### config.mk
export PLATFORM = sky130hd
export DESIGN_NAME = iob_rom_streamer
export DESIGN_NICKNAME = d
export VERILOG_FILES = /design/src/rtl/iob_rom_streamer_pkg.sv /design/src/rtl/iob_rom_stream_buf.sv /design/src/rtl/iob_rom_streamer.sv
export SDC_FILE = /design/constraint.sdc
export NUM_CORES = 1
export LEC_CHECK = 0
export ABC_AREA = 1
export CAP_MARGIN = 20
export CORE_AREA = 3 3 110 112
export DETAILED_ROUTE_END_ITERATION = 10
export DIE_AREA = 0 0 113 115
export PLACE_DENSITY = 0.59
export RECOVER_POWER = 25
export SYNTH_ARGS = -nofsm -noshare
export SYNTH_HDL_FRONTEND = slang
export SYNTH_SLANG_ARGS = --single-unit
### constraint.sdc
create_clock -name clk -period 2.5 [get_ports clk]
set_input_delay 0.5 -clock clk [delete_from_list [all_inputs] [get_ports clk]]
set_output_delay 0.5 -clock clk [all_outputs]
set_load 0.02 [all_outputs]
### src/rtl/iob_rom_streamer_pkg.sv
// Shared types and constants for the ROM read streamer.
package iob_rom_streamer_pkg;

    // Burst sequencer states.
    typedef enum logic [1:0] {
        IDLE  = 2'd0,
        RUN   = 2'd1,
        DRAIN = 2'd2,
        DONE  = 2'd3
    } state_t;

    // Words held between ROM capture and downstream handshake.
    localparam int BUF_DEPTH = 2;

endpackage

### src/rtl/iob_rom_stream_buf.sv
// Two-entry first-word-fall-through buffer holding {last, data} words.
// A push and a pop in the same cycle are accepted even when full.
module iob_rom_stream_buf
    import iob_rom_streamer_pkg::*;
#(
    parameter int WIDTH = 9
) (
    input  logic             clk,
    input  logic             rst,
    input  logic             push,
    input  logic [WIDTH-1:0] push_data,
    input  logic             pop,
    output logic [WIDTH-1:0] pop_data,
    output logic [1:0]       occupancy,
    output logic             empty
);

    logic [WIDTH-1:0] mem_q [BUF_DEPTH];
    logic             wr_ptr_q, wr_ptr_d;
    logic             rd_ptr_q, rd_ptr_d;
    logic [1:0]       count_q, count_d;
    logic             full;
    logic             do_push;
    logic             do_pop;

    assign empty     = (count_q == 2'd0);
    assign full      = (count_q == 2'(BUF_DEPTH));
    assign do_pop    = pop && !empty;
    assign do_push   = push && (!full || do_pop);
    assign pop_data  = mem_q[rd_ptr_q];
    assign occupancy = count_q;

    // Next pointer and occupancy values from the push/pop pair.
    always_comb begin
        // NOTE: every variable written here gets a default first, so no path leaves it unassigned and no latch is inferred.
        wr_ptr_d = wr_ptr_q ^ do_push;
        rd_ptr_d = rd_ptr_q ^ do_pop;
        count_d  = count_q;
        case ({do_push, do_pop})
            2'b10:   count_d = count_q + 2'd1;
            2'b01:   count_d = count_q - 2'd1;
            default: count_d = count_q;
        endcase
    end

    // Pointer, occupancy and storage registers.
    always_ff @(posedge clk or posedge rst) begin
        if (rst) begin
            wr_ptr_q <= 1'b0;
            rd_ptr_q <= 1'b0;
            count_q  <= 2'd0;
            // NOTE: the two storage words are reset so the stream outputs read 0 during reset; a large RAM would not be reset.
            for (int i = 0; i < BUF_DEPTH; i++) begin
                mem_q[i] <= '0;
            end
        end else begin
            // NOTE: non-blocking assignments so every register samples pre-edge values regardless of statement order.
            wr_ptr_q <= wr_ptr_d;
            rd_ptr_q <= rd_ptr_d;
            count_q  <= count_d;
            if (do_push) begin
                mem_q[wr_ptr_q] <= push_data;
            end
        end
    end

endmodule

### src/rtl/iob_rom_streamer.sv
// Burst read sequencer in front of iob_sp_rom: issues ROM reads, captures
// the data one cycle later and re-emits it as a valid/ready stream with last.
module iob_rom_streamer
    import iob_rom_streamer_pkg::*;
#(
    parameter int DATA_W = 8,
    parameter int ADDR_W = 10,
    parameter int LEN_W  = ADDR_W + 1
) (
    input  logic              clk,
    input  logic              rst,
    input  logic              start,
    input  logic [ADDR_W-1:0] start_addr,
    input  logic [LEN_W-1:0]  len,
    output logic              busy,
    output logic              done,
    output logic              rom_r_en,
    output logic [ADDR_W-1:0] rom_addr,
    input  logic [DATA_W-1:0] rom_r_data,
    output logic              m_valid,
    input  logic              m_ready,
    output logic [DATA_W-1:0] m_data,
    output logic              m_last
);

    state_t            state_q, state_d;
    logic [ADDR_W-1:0] addr_q, addr_d;
    logic [ADDR_W-1:0] rom_addr_q, rom_addr_d;
    logic [LEN_W-1:0]  remaining_q, remaining_d;
    logic              inflight_q, inflight_d;
    logic              inflight_last_q, inflight_last_d;

    logic [DATA_W:0]   buf_pop_data;
    logic [1:0]        buf_occupancy;
    logic              buf_empty;
    logic              pop;
    logic              issue;
    logic [2:0]        outstanding;

    // Buffered words plus the read whose data arrives this cycle.
    assign outstanding = 3'(buf_occupancy) + 3'(inflight_q);
    assign pop         = m_valid && m_ready;
    // A word leaving this cycle frees a slot, so m_ready feeds rom_r_en directly.
    assign issue       = (state_q == RUN) && (remaining_q != '0) &&
                         (outstanding < (3'd2 + 3'(pop)));

    assign rom_r_en = issue;
    assign rom_addr = issue ? addr_q : rom_addr_q;
    assign busy     = (state_q != IDLE);
    assign done     = (state_q == DONE);
    assign m_valid  = !buf_empty;
    assign m_data   = buf_pop_data[DATA_W-1:0];
    assign m_last   = m_valid && buf_pop_data[DATA_W];

    iob_rom_stream_buf #(
        .WIDTH(DATA_W + 1)
    ) u_buf (
        .clk       (clk),
        .rst       (rst),
        .push      (inflight_q),
        .push_data ({inflight_last_q, rom_r_data}),
        .pop       (pop),
        .pop_data  (buf_pop_data),
        .occupancy (buf_occupancy),
        .empty     (buf_empty)
    );

    // Next-state logic for the sequencer and its address/length counters.
    always_comb begin
        state_d         = state_q;
        addr_d          = addr_q;
        rom_addr_d      = rom_addr_q;
        remaining_d     = remaining_q;
        inflight_d      = issue;
        inflight_last_d = issue && (remaining_q == LEN_W'(1));
        case (state_q)
            IDLE: begin
                if (start) begin
                    if (len != '0) begin
                        state_d     = RUN;
                        addr_d      = start_addr;
                        remaining_d = len;
                    end else begin
                        state_d = DONE;
                    end
                end
            end
            RUN: begin
                if (issue) begin
                    addr_d      = addr_q + ADDR_W'(1);
                    rom_addr_d  = addr_q;
                    remaining_d = remaining_q - LEN_W'(1);
                    if (remaining_q == LEN_W'(1)) begin
                        state_d = DRAIN;
                    end
                end
            end
            DRAIN: begin
                if (buf_empty && !inflight_q) begin
                    state_d = DONE;
                end
            end
            DONE: begin
                state_d = IDLE;
            end
            default: begin
                state_d = IDLE;
            end
        endcase
    end

    // Sequencer state and counter registers; reset drops any read in flight.
    always_ff @(posedge clk or posedge rst) begin
        if (rst) begin
            state_q         <= IDLE;
            addr_q          <= '0;
            rom_addr_q      <= '0;
            remaining_q     <= '0;
            inflight_q      <= 1'b0;
            inflight_last_q <= 1'b0;
        end else begin
            state_q         <= state_d;
            addr_q          <= addr_d;
            rom_addr_q      <= rom_addr_d;
            remaining_q     <= remaining_d;
            inflight_q      <= inflight_d;
            inflight_last_q <= inflight_last_d;
        end
    end

endmodule

# Word-level counts from Yosys, hierarchy flattened

Cells that the tools add are included.

Add/sub/neg operators: 6
Multiply operators: 0
Divide/modulo/power cells: 0
$lt $le $gt $ge: 4
Eq/ne operators: 12
Shift operators: 0
Multiplexer cells: 22
Bitwise gates (word level): 4
Reduce and logical (&&, ||, !) cells: 22

Operators with widths:

| kind                                                                 | count |
|---|---|
| 10-bit two-way mux                                                   | 4 |
| 9-bit two-way mux                                                    | 4 |
| 11-bit two-way mux                                                   | 3 |
| 11-bit case mux with 2 select lines                                  | 1 |
| 11-bit nonzero test                                                  | 2 |
| 10-bit case mux with 2 select lines                                  | 1 |
| 18-bit bitwise mux                                                   | 1 |
| 11-bit by 1-bit == test with 1-bit output, second input constant     | 1 |
| 11-bit by 1-bit subtractor with 11-bit output, second input constant | 1 |
| 10-bit by 1-bit adder with 10-bit output, second input constant      | 1 |
| 2-bit two-way mux                                                    | 5 |
| 9-bit demux with 1-bit select                                        | 1 |
| 1-bit logical AND                                                    | 9 |
| 2-bit == test, second input constant                                 | 4 |
| 2-bit != test, second input constant                                 | 4 |
| 2-bit case mux with 4 select lines                                   | 1 |
| 4-bit AND reduction                                                  | 2 |
| 2-bit nonzero test                                                   | 3 |
| 2-bit by 1-bit == test with 1-bit output, second input constant      | 2 |
| 2-bit greater-or-equal comparator, second input constant             | 2 |
| 2-bit zero test                                                      | 2 |
| 1-bit NOT with 2-bit output                                          | 2 |
| 2-bit case mux with 2 select lines                                   | 1 |
| 2-bit by 1-bit adder with 3-bit output                               | 1 |
| 9 further kinds                                                      | 12 |

Flip-flop bits (word level): 57
Latch bits: 0
RAM bits: 0
ROM bits: 0
Output and inout port bits: 23
Logic and storage cells: 81
Memories: 0

# Longest topological paths before layout

Depth in word-level cells: 8
Mapped depth: 11

# Modules after synthesis

Synthesis repeated with hierarchy kept, for this count alone.

Cell total of the unflattened synthesis: 463
Area, all modules: 3343.2 sq um

Modules (own cells, without submodules):

| module             | times used | cells each | area an instance (sq um) | seq. area each (sq um) |
|---|---|---|---|---|
| iob_rom_streamer   | 1          | 355        | 2317.2                   | 875.8 |
| iob_rom_stream_buf | 1          | 108        | 1026.0                   | 550.5 |

# Worst setup path after synthesis

OpenSTA, ideal clock, no wires.

Path kind: reg-to-output
From: reg u_buf.count_q[0] (netlist: u_buf.occupancy[0])
To: out rom_addr[0]
Arrival: 1.814 ns
Data required time: 2.000 ns
Path slack: 0.186 ns
Stages on the path, launching flop included: 8
Cell sequence: dfrtp_1 -> ha_1 -> ha_1 -> nand2_1 -> nand3_2 -> buf_6 -> buf_4 -> o21ai_0

Cells in the longest elaborated chain, start to end: 7
Elaborated cells between the ends (all ways): 8

RTL lines:

| element                                | line                     | source |
|---|---|---|
| from (decl)                            | iob_rom_stream_buf.sv:21 | `logic [1:0] count_q, count_d;` |
| from (signal assigned)                 | iob_rom_stream_buf.sv:60 | `count_q <= count_d;` |
| 2-bit zero test                        | iob_rom_stream_buf.sv:26 | `assign empty = (count_q == 2'd0);` |
| 1-bit zero test                        | iob_rom_streamer.sv:51   | `assign m_valid = !buf_empty;` |
| 1-bit logical AND                      | iob_rom_streamer.sv:42   | `assign pop = m_valid && m_ready;` |
| 2-bit by 1-bit adder with 3-bit output | iob_rom_streamer.sv:45   | `(outstanding < (3'd2 + 3'(pop)));` |
| 3-bit less-than comparator *           | iob_rom_streamer.sv:45   |  |
| 1-bit logical AND *                    | iob_rom_streamer.sv:44   | `assign issue = (state_q == RUN) && (remaining_q != '0) &&` |
| 10-bit two-way mux *                   | --                       |  |
| to (decl)                              | iob_rom_streamer.sv:18   | `output logic [ADDR_W-1:0] rom_addr,` |

Mark *: on every way between the ends. The rest lies on a longest branch, timed or not.

# Worst setup path after layout

From: reg u_buf.count_q[0] (netlist: u_buf.occupancy[0])
To: out m_last

Cells in the longest elaborated chain, start to end: 3

RTL lines:

| element           | line                     | source |
|---|---|---|
| 2-bit zero test   | iob_rom_stream_buf.sv:26 |  |
| 1-bit zero test   | iob_rom_streamer.sv:51   |  |
| 1-bit logical AND | iob_rom_streamer.sv:53   | `assign m_last = m_valid && buf_pop_data[DATA_W];` |
| to (decl)         | iob_rom_streamer.sv:23   | `output logic m_last` |

Every way passes these cells.

==> results.py <==
metrics = {
    "outcome": {
        "outcome": "finished clean",
    },
    "setup_path": {
        "worstPathCellList": "buf_4 -> inv_2 -> nand2_1 -> o21ai_0 -> a21oi_1 -> clkdlybuf4s50_1",
        "worst_path_dominant_cell_family": "buffers and inverters",
        "timing.reg2reg.setup_slack_ns": 0.44,
        "critPathLaunchType": "flop",
        "crit_path_end_kind": "output port",
        "timing.critical_path.required_ns": 2.00,
        "critical_path.max_stage_delay_ns": 0.63,
        "crit_type": "reg -> out",
        "critical_path_buf_inv_count": 3,
        "critical_path_peak_fanout": 5,
        "slowest_stage": "sky130_fd_sc_hd__clkdlybuf4s50_1",
        "timing.critical_path.arrival_ns": 1.87,
    },
    "global_route": {
        "antenna_found_initial": 0,
        "wire_length_of_the_first_global_routing_pass_microns": 14600,
        "track_usage_pct": 13.8,
        "via_count_of_the_first_global_routing_pass": 3074,
        "grt_max_degree": 36,
        "globalRouteOverflowTotal": 0,
    },
    "synthesis": {
        "ys_seq_elements": 57,
        "synth_fp_nets": 495,
        "ys_dominant_reg_cell": "sky130_fd_sc_hd__dfrtp_1",
        "syn-mean-instance-area_sq_um": 7.40,
        "netlist-cell-type-count": 26,
        "synthMostInstantiatedCell": "sky130_fd_sc_hd__nand2_1",
        "netlist.top_cell.by_area": "sky130_fd_sc_hd__dfrtp_1",
        "yosys-top-cells-area": "sky130_fd_sc_hd__dfrtp_1, sky130_fd_sc_hd__nand2_1, sky130_fd_sc_hd__o21ai_0",
        "synth_top_area_share_pct": 43.0,
        "syn_area_sq_mm": 0.00332,
        "synth_enable_flop_cells": 0,
        "synthesis.yosys.warnings": 0,
        "synth_sequential_area_ratio_pct": 43.0,
        "yosys-top-cells-count": "sky130_fd_sc_hd__nand2_1, sky130_fd_sc_hd__dfrtp_1, sky130_fd_sc_hd__o21ai_0",
        "post_synth_inst_count": 448,
        "async_flop_share_pct": 100,
    },
    "sta": {
        "timing.final.max_slew_violations": 0,
        "fin_setup_tns_ns": 0,
        "grt_setup_unrepaired": "yes",
        "worst_slew_margin_rel_pct": 36.8,
        "final.period_utilization_pct": 94.7,
        "tightestPinTransition_ns": 0.948,
        "fmax_mhz": 422,
        "timing_hold_violations_final": 0,
        "final_period_minus_worst_setup_slack_ns": 2.37,
        "finalSetupViolCount": 0,
        "clock_skew_ns": 0.0113,
    },
    "hold_path": {
        "hold_crit_path_type": "reg -> reg",
    },
    "layout": {
        "multi_input_logic_area_sq_mm": 0.00163,
        "post_route_utilization_pct": 39.0,
        "nFillCells": 1192,
        "insertedDiodeCount": 0,
        "layout-drive-gt1-share_pct": 13.5,
        "area_growth_syn_to_layout_pct": 33.0,
        "ff_latch_area_sq_mm": 0.00143,
        "finalNetCount": 567,
    },
    "cts": {
        "cts-root-buf": "sky130_fd_sc_hd__clkbuf_16",
        "tritoncts.num_buffers": 9,
        "cts-root-to-sink-buffers": 2,
        "cts_tree": "built",
        "clk_pin_slew_worst_paths_ns": 0.05,
        "worst_skew_pair.late_latency_ns": 0.33,
        "post-cts-setup-buffers": 0,
        "ctsHoldBuffers": 0,
        "clock_sink_count": 57,
        "cts-htree-levels": 3,
    },
    "die": {
        "die_height_microns": 115,
        "die_w_microns": 113,
        "rows": 39,
        "floorplan.initialDensity_pct": 29.3,
        "core_region_area_sq_mm": 0.0113,
        "floorplan.io_pins": 56,
        "floorplan.die_area_sq_mm": 0.0130,
    },
    "power_and_ir_drop": {
        "totalPowerFinal_w": 0.00637,
        "leakage_power_summed_over_all_cells_nw": 2.22,
        "power_per_cell_area_mw_per_mm2": 1440,
        "irDropWorstVdd_uv": 585,
    },
    "flow_run": {
        "max_cap_viol_count": 0,
    },
    "routing": {
        "route.antenna.remaining_nets": 0,
        "vias": 3164,
        "drt_pass1_iterations": 5,
        "routed_wire_length_per_instance_microns": 12.9,
        "drtIter0Drc": 164,
        "drc": 0,
        "routed_wirelength_microns": 8600,
        "detail_route.vias_per_cell": 4.74,
    },
    "placement": {
        "detailedPlacementHpwl_microns": 5990,
        "io_buffers": 55,
        "globalplace.congestion": 0.847,
    },
}
-- cells by family after synthesis --
logic type               Yosys count  synth area share (%)
AND/OR/NAND/NOR                  246                  30.8
buffers and inverters             63                  8.00
flip-flops                        57                  43.0
AO/OA/AOI/OAI                     55                  8.83
adder cells (fa/ha/maj)           14                  5.28
multiplexers                       9                  3.06
XOR/XNOR                           4                  1.06
-- placed cells by master, fill, tap and decap left out, types with 3 or more instances in the layout --
cell / count
sky130_fd_sc_hd__inv_1: 43
sky130_fd_sc_hd__dfrtp_1: 56
sky130_fd_sc_hd__buf_2: 7
sky130_fd_sc_hd__or2_2: 3
sky130_fd_sc_hd__clkbuf_2: 4
sky130_fd_sc_hd__clkdlybuf4s50_1: 43
sky130_fd_sc_hd__o21ai_1: 3
sky130_fd_sc_hd__mux2_2: 9
sky130_fd_sc_hd__nand2_1: 160
sky130_fd_sc_hd__nand4_1: 13
sky130_fd_sc_hd__a21oi_1: 5
sky130_fd_sc_hd__nor2_2: 3
sky130_fd_sc_hd__o21ai_0: 43
sky130_fd_sc_hd__buf_4: 22
sky130_fd_sc_hd__nand3_1: 32
sky130_fd_sc_hd__clkbuf_16: 9
sky130_fd_sc_hd__ha_1: 14
sky130_fd_sc_hd__nor2_1: 32
-- report_power, final --
part / switching, W / total, W / internal [W]
Sequential: 0.000291 / 0.00165 / 0.00136
Clock: 0.000434 / 0.00133 / 0.000897
Combinational: 0.00205 / 0.00338 / 0.00134
-- worst paths after layout --
kind / startpoint / to / depth (start not counted)
hold reg to reg: rom_addr_q[0] / rom_addr_q[0] / 2
hold / removal: rom_addr_q[0] / rom_addr_q[0] / 2
max in group asynchronous: rst / state_q[1] / 3
setup / recovery: u_buf.occupancy[0] / m_last / 6
min in group asynchronous: rst / u_buf.mem_q[17] / 2
setup reg to reg: inflight_q / addr_q[7] / 9
-- tightest hold or removal path: stages, from the launching register on --
cell and delay [ns]:
sky130_fd_sc_hd__dfrtp_1 0.32, sky130_fd_sc_hd__nand2_1 0.05, sky130_fd_sc_hd__o21ai_0 0.06
-- state kept, by name (all words and copies together), names as in the netlist --
name and cells:
addr_q 10, u_buf.mem_q 18, remaining_q 11, state_q 2, inflight_last_q 1, u_buf.occupancy 2
u_buf.rd_ptr_q 1, inflight_q 1, rom_addr_q 10, u_buf.wr_ptr_q 1
-- stage by stage --
stage               instance area [sq um]  worst slack (ns)  hold slack, ns  instances
floorplan                            3320             0.186           0.443        448
global placement                     4160            -0.248           0.460        652
CTS                                  4460           0.00111           0.472        668
finish                               4410             0.132           0.476        668
global route                         4410           -0.0110           0.508        668
detailed placement                   4160            -0.266           0.467        652
-- what timing repair did --
action	in CTS	in global routing
endpoints found under the setup margin	11	12
gates resized for setup	42	15
gates cloned	0	0
-- cell type report --
type | instances | area share, %
Tap cell | 143 | 4.06
Multi-Input combinational cell | 328 | 37.0
Inverter | 45 | 3.83
Timing Repair Buffer | 79 | 15.5
Clock buffer | 11 | 5.50
Clock inverter | 5 | 1.79
Sequential cell | 57 | 32.4
-- layer usage --
layer / part of all wire, % / wire (microns) / GRT usage [%] / vias to the layer above
li1: - / - / - / 1574
met1: 46 / 3990 / 18.1 / 1473
met2: 45 / 3880 / 22.6 / 101
met3: 7.1 / 610 / 3.89 / 16
met4: 1.4 / 121 / 3.85 / 0
met5: 0 / 0 / 0 / -
Power figures use the tool's default switching activity.
